File: src/rtl/schedule_tracker.sv
// Receiving-end tracker for the Schedule sequencer: checks the broadcast state
// sequence, pulses stage starts, returns acks and flags protocol errors.
module schedule_tracker #(
    parameter int SEED_W  = 8,
    parameter int ROUND_W = 16,
    parameter int TIMEOUT = 255
) (
    input  logic               clk,
    input  logic               reset,
    input  logic [2:0]         state,
    input  logic [SEED_W-1:0]  seed_ID,
    input  logic               stage_done,
    output logic [4:0]         stage_start,
    output logic               stage_ack,
    output logic               busy,
    output logic [SEED_W-1:0]  seed_latched,
    output logic [ROUND_W-1:0] round_cnt,
    output logic               err_illegal,
    output logic               err_overrun,
    output logic               err_timeout
);

    localparam logic [2:0] ST_IDLE      = 3'd0;
    localparam logic [2:0] ST_LOAD_SEED = 3'd1;
    localparam logic [2:0] ST_GEN_RAND  = 3'd2;
    localparam logic [2:0] ST_EVOLVE    = 3'd3;
    localparam logic [2:0] ST_WRITE_OUT = 3'd4;
    localparam logic [2:0] ST_DONE      = 3'd5;

    localparam logic [15:0]      WDOG_LOAD = 16'(TIMEOUT);
    localparam logic [ROUND_W-1:0] ROUND_ONE = {{(ROUND_W-1){1'b0}}, 1'b1};

    logic [2:0]         state_in_q, state_in_d;
    logic               done_in_q, done_in_d;
    logic [2:0]         state_q, state_d;
    logic [4:0]         start_q, start_d;
    logic               ack_q, ack_d;
    logic               busy_q, busy_d;
    logic [15:0]        wdog_q, wdog_d;
    logic [SEED_W-1:0]  seed_q, seed_d;
    logic [ROUND_W-1:0] round_q, round_d;
    logic               err_illegal_q, err_illegal_d;
    logic               err_overrun_q, err_overrun_d;
    logic               err_timeout_q, err_timeout_d;

    logic               transition;
    logic               legal;

    assign transition = (state_in_q != state_q);

    always_comb begin
        legal = 1'b0;
        case ({state_q, state_in_q})
            {ST_IDLE,      ST_LOAD_SEED}: legal = 1'b1;
            {ST_LOAD_SEED, ST_GEN_RAND }: legal = 1'b1;
            {ST_GEN_RAND,  ST_EVOLVE   }: legal = 1'b1;
            {ST_EVOLVE,    ST_WRITE_OUT}: legal = 1'b1;
            {ST_WRITE_OUT, ST_GEN_RAND }: legal = 1'b1;
            {ST_WRITE_OUT, ST_DONE     }: legal = 1'b1;
            {ST_DONE,      ST_IDLE     }: legal = 1'b1;
            default:                      legal = 1'b0;
        endcase
    end

    // A done arriving with a transition is credited to the old stage first;
    // the transition then overrides busy/ack for the new stage.
    always_comb begin
        state_in_d    = state;
        done_in_d     = stage_done;
        state_d       = state_q;
        start_d       = 5'd0;
        ack_d         = ack_q;
        busy_d        = busy_q;
        wdog_d        = wdog_q;
        seed_d        = seed_q;
        round_d       = round_q;
        err_illegal_d = err_illegal_q;
        err_overrun_d = err_overrun_q;
        err_timeout_d = err_timeout_q;

        if (busy_q) begin
            if (done_in_q) begin
                busy_d = 1'b0;
                ack_d  = 1'b1;
            end else begin
                if (wdog_q <= 16'd1) begin
                    err_timeout_d = 1'b1;
                    busy_d        = 1'b0;
                end else begin
                    wdog_d = wdog_q - 16'd1;
                end
                if (transition) begin
                    err_overrun_d = 1'b1;
                end
            end
        end

        if (transition) begin
            state_d = state_in_q;
            busy_d  = 1'b0;
            ack_d   = 1'b0;
            if (!legal) begin
                err_illegal_d = 1'b1;
            end else begin
                case (state_in_q)
                    ST_LOAD_SEED: begin
                        start_d = 5'b00001;
                        seed_d  = seed_ID;
                    end
                    ST_GEN_RAND:  start_d = 5'b00010;
                    ST_EVOLVE:    start_d = 5'b00100;
                    ST_WRITE_OUT: start_d = 5'b01000;
                    ST_DONE:      round_d = round_q + ROUND_ONE;
                    default:      start_d = 5'b00000;
                endcase
                if (start_d != 5'b00000) begin
                    busy_d = 1'b1;
                    wdog_d = WDOG_LOAD;
                end
            end
        end
    end

    always_ff @(posedge clk or negedge reset) begin
        if (!reset) begin
            state_in_q    <= ST_IDLE;
            done_in_q     <= 1'b0;
            state_q       <= ST_IDLE;
            start_q       <= 5'd0;
            ack_q         <= 1'b0;
            busy_q        <= 1'b0;
            wdog_q        <= 16'd0;
            seed_q        <= '0;
            round_q       <= '0;
            err_illegal_q <= 1'b0;
            err_overrun_q <= 1'b0;
            err_timeout_q <= 1'b0;
        end else begin
            state_in_q    <= state_in_d;
            done_in_q     <= done_in_d;
            state_q       <= state_d;
            start_q       <= start_d;
            ack_q         <= ack_d;
            busy_q        <= busy_d;
            wdog_q        <= wdog_d;
            seed_q        <= seed_d;
            round_q       <= round_d;
            err_illegal_q <= err_illegal_d;
            err_overrun_q <= err_overrun_d;
            err_timeout_q <= err_timeout_d;
        end
    end

    assign stage_start  = start_q;
    assign stage_ack    = ack_q;
    assign busy         = busy_q;
    assign seed_latched = seed_q;
    assign round_cnt    = round_q;
    assign err_illegal  = err_illegal_q;
    assign err_overrun  = err_overrun_q;
    assign err_timeout  = err_timeout_q;

endmodule

File: config.mk
export PLATFORM = sky130hd
export DESIGN_NAME = schedule_tracker
export DESIGN_NICKNAME = d
export VERILOG_FILES = /design/src/rtl/schedule_tracker.sv
export SDC_FILE = /design/constraint.sdc
export NUM_CORES = 1
export LEC_CHECK = 0
export BUFFER_PORTS_ARGS = -buffer_cell sky130_fd_sc_hd__clkbuf_2
export CAP_MARGIN = 10
export CORE_MARGIN = 2
export CORE_UTILIZATION = 55
export DETAILED_ROUTE_END_ITERATION = 16
export PLACE_DENSITY = 0.79
export RECOVER_POWER = 50
export REMOVE_ABC_BUFFERS = 1
export SLEW_MARGIN = 15
export SYNTH_ARGS = -nofsm -noshare
export SYNTH_HDL_FRONTEND = slang
export SYNTH_SLANG_ARGS = --single-unit
File: constraint.sdc
create_clock -name clk -period 2.5 [get_ports clk]
set_input_delay 0.5 -clock clk [delete_from_list [all_inputs] [get_ports clk]]
set_output_delay 0.5 -clock clk [all_outputs]
set_load 0.1 [all_outputs]
**After elaboration in Yosys (flattened, before gate mapping)**

Index checks and enable logic that the tools add are counted.

- Bits in registers: 57
- Bits of input ports: 14
- Output and inout port bits: 34
- Word-level logic and storage cells: 61

- $add $sub $neg: 2
- Magnitude comparators: 1
- Eq/ne operators: 13
- Muxes and demuxes: 21
- Bitwise gates (word level): 2
- Reduce and logical (&&, ||, !) cells: 10

Operators with widths:

| operator | number |
|---|---|
| $mux 16 | 6 |
| $mux 5 | 4 |
| $eq 6x6->1 const B | 3 |
| $add 16x1->16 const B | 1 |
| $le 16x1->1 const B | 1 |
| $pmux 4 s4 | 1 |
| $sub 16x1->16 const B | 1 |
| $eq 6x5->1 const B | 2 |
| $reduce_and 3->1 | 4 |
| $mux 1 | 10 |
| $reduce_or 7->1 | 1 |
| $eq 3x2->1 const B | 2 |
| $eq 3x3->1 const B | 2 |
| $eq 6x1->1 const B | 1 |
| $eq 6x4->1 const B | 1 |
| $reduce_bool 5->1 | 1 |
| $reduce_and 2->1 | 2 |
| $reduce_bool 2->1 | 2 |
| $eq 3x1->1 const B | 1 |
| $ne 3x3->1 | 1 |
| $not 1->1 | 2 |

**Logic depth before layout (Yosys ltp)**

Gate-level depths: netlist of run 1.

- Word-level depth: 9
- Gate-level depth with buffers: 8
- Gate-level depth less buffers: 7

**Least setup slack after synthesis of run 1**

OpenSTA, ideal clock, no wires.

- Path type: flip-flop to flip-flop
- Start: register busy_q (netlist: busy)
- End: register wdog_q[10]
- Setup time: 0.126 ns
- Data arrival time: 2.084 ns
- Data required time: 2.374 ns
- Setup slack: 0.290 ns
- Stages on the path, launching flop included: 6
- Path buffers: 0
- Period minus slack after synthesis: 2.210 ns
- Cells stage by stage: dfrtp_1 nand4bb_1 or3b_1 nor3_2 mux2i_1 nor2_1

- Longest elaborated chain between the ends: 4

Ends and longest elaborated chain:

| what | RTL line | text |
|---|---|---|
| from (decl) | 38 | `logic busy_q, busy_d;` |
| from (signal assigned) | 144 | `busy_q <= busy_d;` |
| $mux 16 * | 81 | `if (busy_q) begin` |
| $mux 16 | 116 | `if (start_d != 5'b00000) begin` |
| $mux 16 | 102 | `if (!legal) begin` |
| $mux 16 * | 98 | `if (transition) begin` |
| via wdog_d[10] | 39 | `logic [15:0] wdog_q, wdog_d;` |
| to (signal assigned) | 145 | `wdog_q <= wdog_d;` |
| to (decl) | 39 |  |

The timed path passes the listed nets; every way through them passes the cells marked *.
A chain may end at the register's enable or synchronous reset.

**Worst setup path in the final report of run 1**

- Start: register wdog_q[0]
- End: register wdog_q[10]

- Longest elaborated chain between the ends: 7
- Elaborated cells on any way between the ends: 8
- Classes of those cells: 1 x add/sub; 1 x order compare; 6 x mux

Ends and longest elaborated chain:

| what | RTL line | text |
|---|---|---|
| $sub 16x1->16 or $le 16x1->1 (tied branches) | 90, 86 |  |
| $mux 16 * | 86 | `if (wdog_q <= 16'd1) begin` |
| $mux 16 * | 82 | `if (done_in_q) begin` |
| $mux 16 * | 81 |  |
| $mux 16 | 116 |  |
| $mux 16 | 102 |  |
| $mux 16 * | 98 |  |
| via wdog_d[10] | 39 |  |

Marked as above.

==> results.py, run 1 <==
metrics = {
    "status": {
        "outcome": "finished, final reports clean",
    },
    "clock_tree": {
        "cts.path.max_buffers": 2,
        "path_clk_slew_ns": 0.10,
        "insertion_delay_ns": 0.31,
        "cts_resized": 0,
        "clkSinkCount": 56,
        "cts_setup_buffers": 0,
        "cts_buffers": 5,
        "holdBufCountCts": 0,
        "h-tree-depth": 2,
        "ctsRootBufferMaster": "clkbuf_8",
        "cts_tree": "yes",
    },
    "critical_path": {
        "rr_worst_depth": 7,
        "path_depth": 7,
        "worstReg2RegStart": "wdog_q[0]$_DFF_PN0_",
        "critPathMaxStageDelay_ns": 0.50,
        "critical_path.top_delay_family": "simple AND/OR/NAND/NOR gates",
        "r2r_end": "wdog_q[10]$_DFF_PN0_",
        "worst-path-buf-inv": 1,
        "worstPathRequired_ns": 2.69,
        "endpoint_kind": "flip-flop",
        "r2r_slack_ns": 0.51,
        "critPathCapture": "wdog_q[10]$_DFF_PN0_",
        "startpoint_type": "flip-flop",
        "crit_arrival_ns": 2.18,
        "critPathKind": "reg -> reg",
        "cp_max_fo": 6,
        "crit_path_start": "wdog_q[0]$_DFF_PN0_",
        "cp_slowest_cell": "or3b_1",
        "crit_path_cell_trace": "inv_1 -> ha_1 -> nand4bb_1 -> or3b_1 -> nor3_2 -> mux2i_1 -> nor2_1",
    },
    "yosys": {
        "synthMuxAreaShare_pct": 1.57,
        "netlist_instances": 259,
        "synth_top_cell_area_share_pct": 53.3,
        "ys_seq_area_share_pct": 53.3,
        "synth_seq_cells": 56,
        "synth-xor-area-share_pct": 9.33,
        "synth_edf_count": 0,
        "ys_types": 49,
        "synth_top_family_by_area": "simple AND/OR/NAND/NOR gates",
        "synthesis.area_um2": 2630,
        "synth_area_leaders": "dfrtp_1 (53%), xnor2_1 (8.3%), nand2_1 (7.6%)",
        "synthFlopType": "dfrtp_1",
        "yosys.area_share.simple_pct": 24.1,
        "synth-compound-area-share_pct": 7.29,
        "yosysWarnings": 0,
        "async_flop_share_pct": 100,
        "synth_top_cell_by_area": "dfrtp_1",
        "avgSynthCellArea_um2": 10.1,
        "synth-adder-area-share_pct": 1.43,
    },
    "power": {
        "seqPwrFrac_pct": 47.5,
        "total_power_uw": 2130,
        "ir_worst_vdd_mv": 0.618,
        "p_per_area_nw_per_um2": 714,
        "power_switching_uw": 780,
        "p_int_uw": 1350,
        "sw_frac_of_total_pct": 36.7,
        "p_clk_share_pct": 27.4,
        "p_leak_uw": 0.00138,
        "pwr-share-comb_pct": 25.0,
    },
    "floorplan": {
        "die_w_um": 73.1,
        "start_util_pct": 56.4,
        "core_area_um2": 4660,
        "rows": 25,
        "die_h_um": 73.1,
        "die-area_um2": 5350,
        "io_pins": 48,
    },
    "timing": {
        "fmax_ghz": 0.504,
        "hold_slack_ns": 0.287,
        "worst_pin_slew_ns": 1.38,
        "worst_clock_skew_ns": 0.00484,
        "timing_hold_violations_final": 0,
        "setup_tns_ns": 0,
        "slew-limit-headroom_pct": 7.91,
        "fin_crit_sh_pct": 79.4,
        "drv_slew": 0,
        "setup_ws_ns": 0.515,
        "setup_viol": 0,
        "finalCriticalPeriod_ns": 1.99,
        "rsz0062_at_grt": "false",
    },
    "routing": {
        "drt_iter0_markers": 96,
        "vias_per_cell": 5.26,
        "routed_wl_mm": 4.70,
        "ant_nets": 0,
        "drc": 0,
        "drt_first_pass_iters": 4,
        "wl_per_cell_um": 13.1,
        "vias": 1883,
    },
    "finish": {
        "layout-drive-gt1-share_pct": 20.1,
        "multi_input_area_um2": 1150,
        "instances_no_fill": 358,
        "final-seq-area_um2": 1400,
        "fill_cells": 376,
        "area_growth_pct": 13.3,
        "nets": 320,
        "n_antenna_cell": 0,
    },
    "global_route": {
        "grt_pass1_vias": 1777,
        "grt_max_degree": 31,
        "overflow": 0,
        "grt_use_total_pct": 19.5,
        "grt_pass1_wl_mm": 8.06,
        "antenna_found_initial": 0,
    },
    "placement": {
        "port_buffers": 46,
        "dp_cells": 350,
        "place_congestion": 0.834,
        "dp_slack_ns": 0.536,
        "place_hpwl_mm": 3.40,
    },
    "min_path": {
        "hold_path_depth": 1,
        "hold_path.class": "in -> reg",
    },
    "job": {
        "maxCapViolCount": 0,
    },
}
synth_stat cells (2+ instances only):
master and count:
clkbuf_1 4, a21oi_1 7, buf_2 4, nand2_1 53
nand2b_1 5, ha_1 3, nand3b_1 2, or2_1 2
o211ai_1 2, xnor2_1 25, and2_1 4, dfrtp_1 56
nor2_1 22, nor2b_1 2, a21o_1 2, nor4_1 2
inv_1 4, and3_1 2, mux2i_1 3, o21a_1 2
a211oi_1 2, a2111oi_2 2, nor3_1 6, o21ai_1 3
nor4_2 2, nand4_1 5, xor2_1 3, nand3_1 9
layout by cell type (no fill, tap or decap), types with 2 or more instances in the layout:
master / n
nand4_1: 5
o21a_1: 2
nand3b_1: 2
or2_1: 2
a21o_1: 2
and3_1: 2
nor4_1: 2
a21oi_1: 7
clkbuf_8: 5
nand2b_1: 5
o21ai_1: 3
nand2_1: 53
nor2_1: 22
nor2b_1: 2
clkbuf_1: 2
inv_1: 4
nor3b_1: 2
clkbuf_2: 46
ha_1: 3
xnor2_1: 25
and2_1: 3
a2111oi_2: 2
nand3_1: 9
nor4_2: 2
a211oi_1: 2
dfrtp_1: 56
mux2i_1: 3
o211ai_1: 2
nor3_1: 6
xor2_1: 3
routing by layer:
layer,routed length (µm),GRT usage [%]
met1,2240,27.1
met5,0,0
met2,2240,30.5
met3,163,4.56
met4,67,6.17
how the worst min path moves through the flow:
stage	start	endpoint	slack, ns
after floorplan	reset	busy$_DFF_PN0_	0.20
after detailed placement	err_timeout$_DFFE_PN0P_	err_timeout$_DFFE_PN0P_	0.45
after CTS	reset	stage_start[2]$_DFF_PN0_	0.23
after global routing	state[1]	state_in_q[1]$_DFF_PN0_	0.27
final	state[0]	state_in_q[0]$_DFF_PN0_	0.29
after global placement	err_timeout$_DFFE_PN0P_	err_timeout$_DFFE_PN0P_	0.45
registers in the layout (all words and copies together) (netlist names):
register / flops
done_in_q: 1
seed_latched: 8
state_in_q: 3
stage_start: 4
wdog_q: 16
err_overrun: 1
round_cnt: 16
state_q: 3
err_illegal: 1
stage_ack: 1
err_timeout: 1
busy: 1
worst register-to-register path, delay by kind of cell, from the launching register on:
family	cells	cell delay [ns]
muxes	1	0.20
and+or+nand+nor	4	0.98
buffers and inverters	1	0.09
adders and majority gates	1	0.20
DFF	1	0.40
final cells by class:
cell class / count / share of cell area (%)
inverter: 5 / 0.630
sequential: 56 / 47.1
tap: 54 / 2.27
clock buffer: 6 / 2.44
multi-input combinational: 188 / 38.6
timing repair buffer: 47 / 7.86
clock inverter: 2 / 1.18
through the flow:
step	util, %	area (µm²)
after global placement	62.0	2890
after detailed placement	62.0	2890
after global routing	63.9	2980
final	63.9	2980
after floorplan	-	2570
after CTS	64.3	3000
power groups by stage:
stage	sequential (µW)	combinational, µW	clock [µW]
after floorplan	1360	100	0
after global placement	1030	531	0
after detailed placement	1030	540	0
after CTS	1010	540	596
after global routing	1020	563	631
final	1010	532	583
kinds of logic (layout without fill, tap and decap cells):
| logic type | after synthesis | count (layout) |
|---|---|---|
| buf+inv | 15 | 60 |
| other cells | 1 | 1 |
| fa+ha+maj | 3 | 3 |
| flops | 56 | 56 |
| mux | 4 | 4 |
| xor+xnor | 28 | 28 |
| simple gates | 126 | 126 |
| compound gates | 26 | 26 |
Power figures use the tool's default switching activity.
==> run 2: changes to the inputs <==
--- a/config.mk
+++ b/config.mk
@@ -8,9 +8,9 @@
 export BUFFER_PORTS_ARGS = -buffer_cell sky130_fd_sc_hd__clkbuf_2
 export CAP_MARGIN = 10
 export CORE_MARGIN = 2
-export CORE_UTILIZATION = 55
+export CORE_UTILIZATION = 50
 export DETAILED_ROUTE_END_ITERATION = 16
-export PLACE_DENSITY = 0.79
+export PLACE_DENSITY = 0.76
 export RECOVER_POWER = 50
 export REMOVE_ABC_BUFFERS = 1
 export SLEW_MARGIN = 15
==> constraint.sdc (replaced) <==
create_clock -name clk -period 1.7 [get_ports clk]
set_input_delay 0.34 -clock clk [delete_from_list [all_inputs] [get_ports clk]]
set_output_delay 0.34 -clock clk [all_outputs]
set_load 0.1 [all_outputs]
==> results.py, run 2 (synthesis gave the netlist of run 1 again) <==
metrics = {
    "status": {
        "outcome": "complete, but fails checks",
        "violations": "negative setup slack",
    },
    "global_route": {
        "grt_use_total_pct": 20.2,
        "grt_max_degree": 39,
        "grt_pass1_vias": 2057,
        "antenna_found_initial": 0,
        "grt_pass1_wl_mm": 9.54,
        "overflow": 0,
    },
    "power": {
        "p_per_area_nw_per_um2": 954,
        "seqPwrFrac_pct": 44.2,
        "ir_worst_vdd_mv": 0.826,
        "pwr-share-comb_pct": 26.2,
        "p_leak_uw": 0.00159,
        "p_int_uw": 2180,
        "sw_frac_of_total_pct": 35.0,
        "p_clk_share_pct": 29.6,
        "power_switching_uw": 1170,
    },
    "finish": {
        "multi_input_area_um2": 1360,
        "final_cell_mix": "dfrtp_1 (56), nand2_1 (50), clkbuf_2 (46), buf_4 (35), xnor2_1 (25)",
        "n_antenna_cell": 0,
        "nets": 359,
        "instances_no_fill": 412,
        "fill_cells": 396,
        "area_growth_pct": 33.7,
        "layout-drive-gt1-share_pct": 35.4,
        "final-seq-area_um2": 1400,
        "final_common_cell": "dfrtp_1",
        "stdcell_area_um2": 3510,
    },
    "floorplan": {
        "core_area_um2": 5070,
        "io_pins": 48,
        "rows": 26,
        "die-area_um2": 5850,
        "die_h_um": 76.5,
        "die_w_um": 76.5,
        "start_util_pct": 51.8,
    },
    "timing": {
        "setup_viol": 6,
        "setup_ws_ns": -0.0616,
        "drv_slew": 0,
        "hold_slack_ns": 0.140,
        "fmax_ghz": 0.568,
        "slew-limit-headroom_pct": 37.5,
        "worst_pin_slew_ns": 0.937,
        "rsz0062_at_grt": "true",
        "fin_crit_sh_pct": 104,
        "timing_hold_violations_final": 0,
        "finalCriticalPeriod_ns": 1.76,
        "worst_clock_skew_ns": 0.00958,
    },
    "routing": {
        "wl_per_cell_um": 13.6,
        "ant_nets": 0,
        "vias_per_cell": 5.08,
        "top_layer": "met4",
        "drc": 0,
        "wl_met2_mm": 2.98,
        "drt_first_pass_iters": 4,
        "routed_wl_mm": 5.62,
        "drt_iter0_markers": 117,
        "wl_met3_um": 161,
        "vias": 2091,
        "wl_met1_mm": 2.37,
    },
    "clock_tree": {
        "holdBufCountCts": 0,
        "cts_buffers": 5,
        "path_clk_slew_ns": 0.10,
        "h-tree-depth": 2,
        "clkSinkCount": 56,
        "cts.path.max_buffers": 2,
        "ctsRootBufferMaster": "clkbuf_8",
        "cts_tree": "yes",
        "insertion_delay_ns": 0.30,
    },
    "placement": {
        "place_hpwl_mm": 3.85,
        "dp_slack_ns": -0.223,
        "port_buffers": 46,
        "dp_cells": 401,
        "place_congestion": 0.833,
        "dpl_cell_area_um2": 3160,
    },
    "job": {
        "maxCapViolCount": 0,
    },
    "critical_path": {
        "critPathKind": "reg -> reg",
        "endpoint_kind": "flip-flop",
        "worstPathRequired_ns": 1.89,
        "cp_max_fo": 5,
        "crit_arrival_ns": 1.96,
        "startpoint_type": "flip-flop",
    },
    "min_path": {
        "hold_path.class": "in -> reg",
    },
}
==> run 2: cell count changes in the layout (fill, tap and decap cells not counted), sizes merged <==
cell    previous run  this run
clkbuf            53        55
bufinv             1         2
buf                0        36
clkinv             2         1
==> run 2: final cells by class <==
| cell class | count | area share (%) |
|---|---|---|
| clock buffer | 5 | 1.96 |
| sequential | 56 | 39.9 |
| inverter | 5 | 0.534 |
| timing repair buffer | 86 | 14.8 |
| multi-input combinational | 188 | 38.6 |
| tap | 70 | 2.49 |
| clock inverter | 2 | 1.71 |
==> run 2: timing repair <==
item	4_1_cts	5_1_grt
setup endpoints to repair	13	22
pin swaps	7	11
resized for setup	18	23
setup buffers	3	1
==> run 2: routing by layer <==
metal  vias up  GRT usage [%]
met4         0           6.55
met2        39           35.4
met3         8           3.67
met5         -              0
met1      1015           25.4
li1       1029              -
==> run 2: worst paths after layout <==
path,to,from,slack (ns),cells past startpoint
max,wdog_q[10]$_DFF_PN0_,wdog_q[0]$_DFF_PN0_,-0.06,7
max reg2reg,wdog_q[10]$_DFF_PN0_,wdog_q[0]$_DFF_PN0_,-0.06,7
min in group asynchronous,seed_latched[1]$_DFFE_PN0P_,reset,0.29,2
max in group asynchronous,round_cnt[8]$_DFFE_PN0P_,reset,0.83,2
min reg2reg,err_timeout$_DFFE_PN0P_,err_timeout$_DFFE_PN0P_,0.46,1
min,done_in_q$_DFF_PN0_,stage_done,0.14,1
==> run 2: power groups by stage <==
stage	combinational (µW)	sequential, µW	clock (µW)
3_3_place_gp	829	1500	0
3_5_place_dp	843	1510	0
2_1_floorplan	147	2000	0
5_1_grt	924	1500	1060
4_1_cts	867	1480	1020
6_report	878	1480	991
==> run 2: metrics by stage <==
step           total power (µW)  util (%)  setup TNS (ns)
3_5_place_dp               2350      62.3           -1.48
3_3_place_gp               2330      62.3          -0.627
4_1_cts                    3360      67.1         -0.0377
2_1_floorplan              2150         -           -6.17
6_report                   3350      69.2          -0.131
5_1_grt                    3480      69.2           -1.12
==> run 2: critical path, cell delays in order (launching register included) <==
cell	delay, ns
dfrtp_1	0.42
inv_2	0.10
ha_4	0.17
nand4bb_4	0.16
or3b_4	0.43
nor3_4	0.13
mux2i_1	0.19
nor2_1	0.05
==> run 3: changes to the inputs <==
--- a/config.mk
+++ b/config.mk
@@ -5,12 +5,12 @@
 export SDC_FILE = /design/constraint.sdc
 export NUM_CORES = 1
 export LEC_CHECK = 0
-export BUFFER_PORTS_ARGS = -buffer_cell sky130_fd_sc_hd__clkbuf_2
 export CAP_MARGIN = 10
 export CORE_MARGIN = 2
-export CORE_UTILIZATION = 50
+export CORE_UTILIZATION = 55
 export DETAILED_ROUTE_END_ITERATION = 16
-export PLACE_DENSITY = 0.76
+export DONT_BUFFER_PORTS = 1
+export PLACE_DENSITY = 0.73
 export RECOVER_POWER = 50
 export REMOVE_ABC_BUFFERS = 1
 export SLEW_MARGIN = 15
==> results.py, run 3 (synthesis gave the netlist of run 1 again) <==
metrics = {
    "status": {
        "outcome": "complete, but fails checks",
        "violations": "negative setup slack",
    },
    "floorplan": {
        "io_pins": 48,
        "core_area_um2": 4660,
        "start_util_pct": 56.4,
        "die_w_um": 73.1,
        "die_h_um": 73.1,
        "die-area_um2": 5350,
        "rows": 25,
    },
    "finish": {
        "final-seq-area_um2": 1400,
        "fill_cells": 328,
        "fin_util_pct": 72.3,
        "final_common_cell": "buf_4",
        "area_growth_pct": 28.3,
        "final_cell_mix": "buf_4 (58), dfrtp_1 (55), nand2_1 (52), xnor2_1 (25), nor2_1 (21)",
        "multi_input_area_um2": 1310,
        "nets": 337,
        "layout-drive-gt1-share_pct": 32.2,
        "n_antenna_cell": 0,
    },
    "routing": {
        "drt_iter0_markers": 149,
        "vias": 2026,
        "drt_first_pass_iters": 4,
        "wl_per_cell_um": 14.5,
        "drc": 0,
        "routed_wl_mm": 5.43,
        "ant_nets": 0,
        "vias_per_cell": 5.42,
    },
    "global_route": {
        "grt_max_degree": 57,
        "grt_pass1_wl_mm": 8.80,
        "overflow": 0,
        "grt_pass1_vias": 1982,
        "antenna_found_initial": 0,
        "grt_use_total_pct": 20.9,
    },
    "power": {
        "p_leak_uw": 0.00148,
        "ir_worst_vdd_mv": 0.873,
        "p_per_area_nw_per_um2": 914,
        "total_power_uw": 3080,
    },
    "critical_path": {
        "crit_arrival_ns": 1.99,
        "r2r_end": "wdog_q[10]$_DFF_PN0_",
        "worstReg2RegStart": "wdog_q[6]$_DFF_PN0_",
        "critical_path.top_delay_family": "simple AND/OR/NAND/NOR gates",
        "endpoint_kind": "flip-flop",
        "r2r_slack_ns": -0.10,
        "startpoint_type": "flip-flop",
        "cp_slowest_cell": "or3b_4",
        "critPathKind": "reg -> reg",
        "worst-path-buf-inv": 0,
        "rr_worst_depth": 5,
        "crit_path_cell_trace": "nor4_4 -> or3b_4 -> nor3_4 -> mux2i_1 -> nor2_1",
        "critPathMaxStageDelay_ns": 0.46,
        "cp_max_fo": 4,
        "worstPathRequired_ns": 1.89,
    },
    "min_path": {
        "hold_start": "stage_done",
        "hold_path.class": "in -> reg",
        "min_to": "done_in_q$_DFF_PN0_",
        "hold_path_depth": 0,
    },
    "clock_tree": {
        "cts_tree": "yes",
        "cts.path.max_buffers": 2,
        "insertion_delay_ns": 0.30,
        "cts_buffers": 5,
        "clkSinkCount": 56,
        "path_clk_slew_ns": 0.10,
        "h-tree-depth": 2,
        "ctsRootBufferMaster": "clkbuf_8",
    },
    "job": {
        "maxCapViolCount": 0,
    },
    "timing": {
        "slew-limit-headroom_pct": 39.3,
        "setup_ws_ns": -0.101,
        "worst_clock_skew_ns": 0.00947,
        "fmax_ghz": 0.555,
        "finalCriticalPeriod_ns": 1.80,
        "drv_slew": 0,
        "rsz0062_at_grt": "true",
        "timing_hold_violations_final": 0,
        "hold_slack_ns": 0.0578,
        "setup_tns_ns": -0.320,
        "worst_pin_slew_ns": 0.911,
        "setup_viol": 9,
        "fin_crit_sh_pct": 106,
    },
    "placement": {
        "port_buffers": 0,
        "place_hpwl_mm": 3.78,
        "place_congestion": 0.875,
    },
}
run 3: changes by cell type in the layout (fill, tap and decap cells not counted), moves of 2 or more:
cell	delta
nor3_4	-2
bufinv_16	-2
nand2_1	+2
clkbuf_2	-46
nor3_2	+2
buf_4	+23
clkbuf_1	-3
buf_6	+2
nand2_2	-2
run 3: repair_timing:
item | 4_1_cts | 5_1_grt
gates resized for setup | 10 | 26
setup buffers | 1 | 0
pin swaps | 7 | 6
endpoints found under the setup margin | 13 | 25
hold buffers | 2 | 0
endpoints found under the hold margin | 56 | 0
run 3: worst max-delay path by stage:
| stage | start | endpoint | slack [ns] | cells past startpoint |
|---|---|---|---|---|
| detailed placement | wdog_q[0]$_DFF_PN0_ | wdog_q[5]$_DFF_PN0_ | -0.16 | 7 |
| global placement | wdog_q[0]$_DFF_PN0_ | wdog_q[5]$_DFF_PN0_ | -0.09 | 7 |
| CTS | wdog_q[3]$_DFF_PN0_ | wdog_q[10]$_DFF_PN0_ | -0.1 | 5 |
| floorplan | busy$_DFF_PN0_ | wdog_q[10]$_DFF_PN0_ | -0.51 | 5 |
| global route | wdog_q[6]$_DFF_PN0_ | wdog_q[15]$_DFF_PN0_ | -0.18 | 5 |
| finish | wdog_q[6]$_DFF_PN0_ | wdog_q[10]$_DFF_PN0_ | -0.10 | 5 |
run 3: metal layers:
metal / routed length (µm) / part of all wire [%] / track usage, %
met5: 0 / 0 / 0
met4: 51 / 0.94 / 5.76
met3: 272 / 5.0 / 5.11
met2: 2720 / 50 / 33.8
met1: 2380 / 44 / 28.2
run 3: stage by stage:
stage	cells	area, µm²	worst slack [ns]
floorplan	249	2570	-0.510
global placement	364	3100	-0.0903
detailed placement	364	3100	-0.161
CTS	374	3270	-0.0986
global route	374	3370	-0.179
finish	374	3370	-0.101
run 3: where the power goes:
group / total, µW / internal, µW / switching (µW) / leakage [µW]
Clock: 715 / 288 / 427 / 0.0000406
Sequential: 1470 / 1420 / 58.4 / 0.000691
Combinational: 892 / 196 / 696 / 0.000745
run 3: area by class of cell:
type,instances,share of cell area [%]
clock buffers,5,2.04
clock inverters,2,0.482
repair buffers,64,14.5
inverters,5,0.557
multi-input cells,188,38.8
flip-flops and latches,56,41.6
well taps,54,2.00
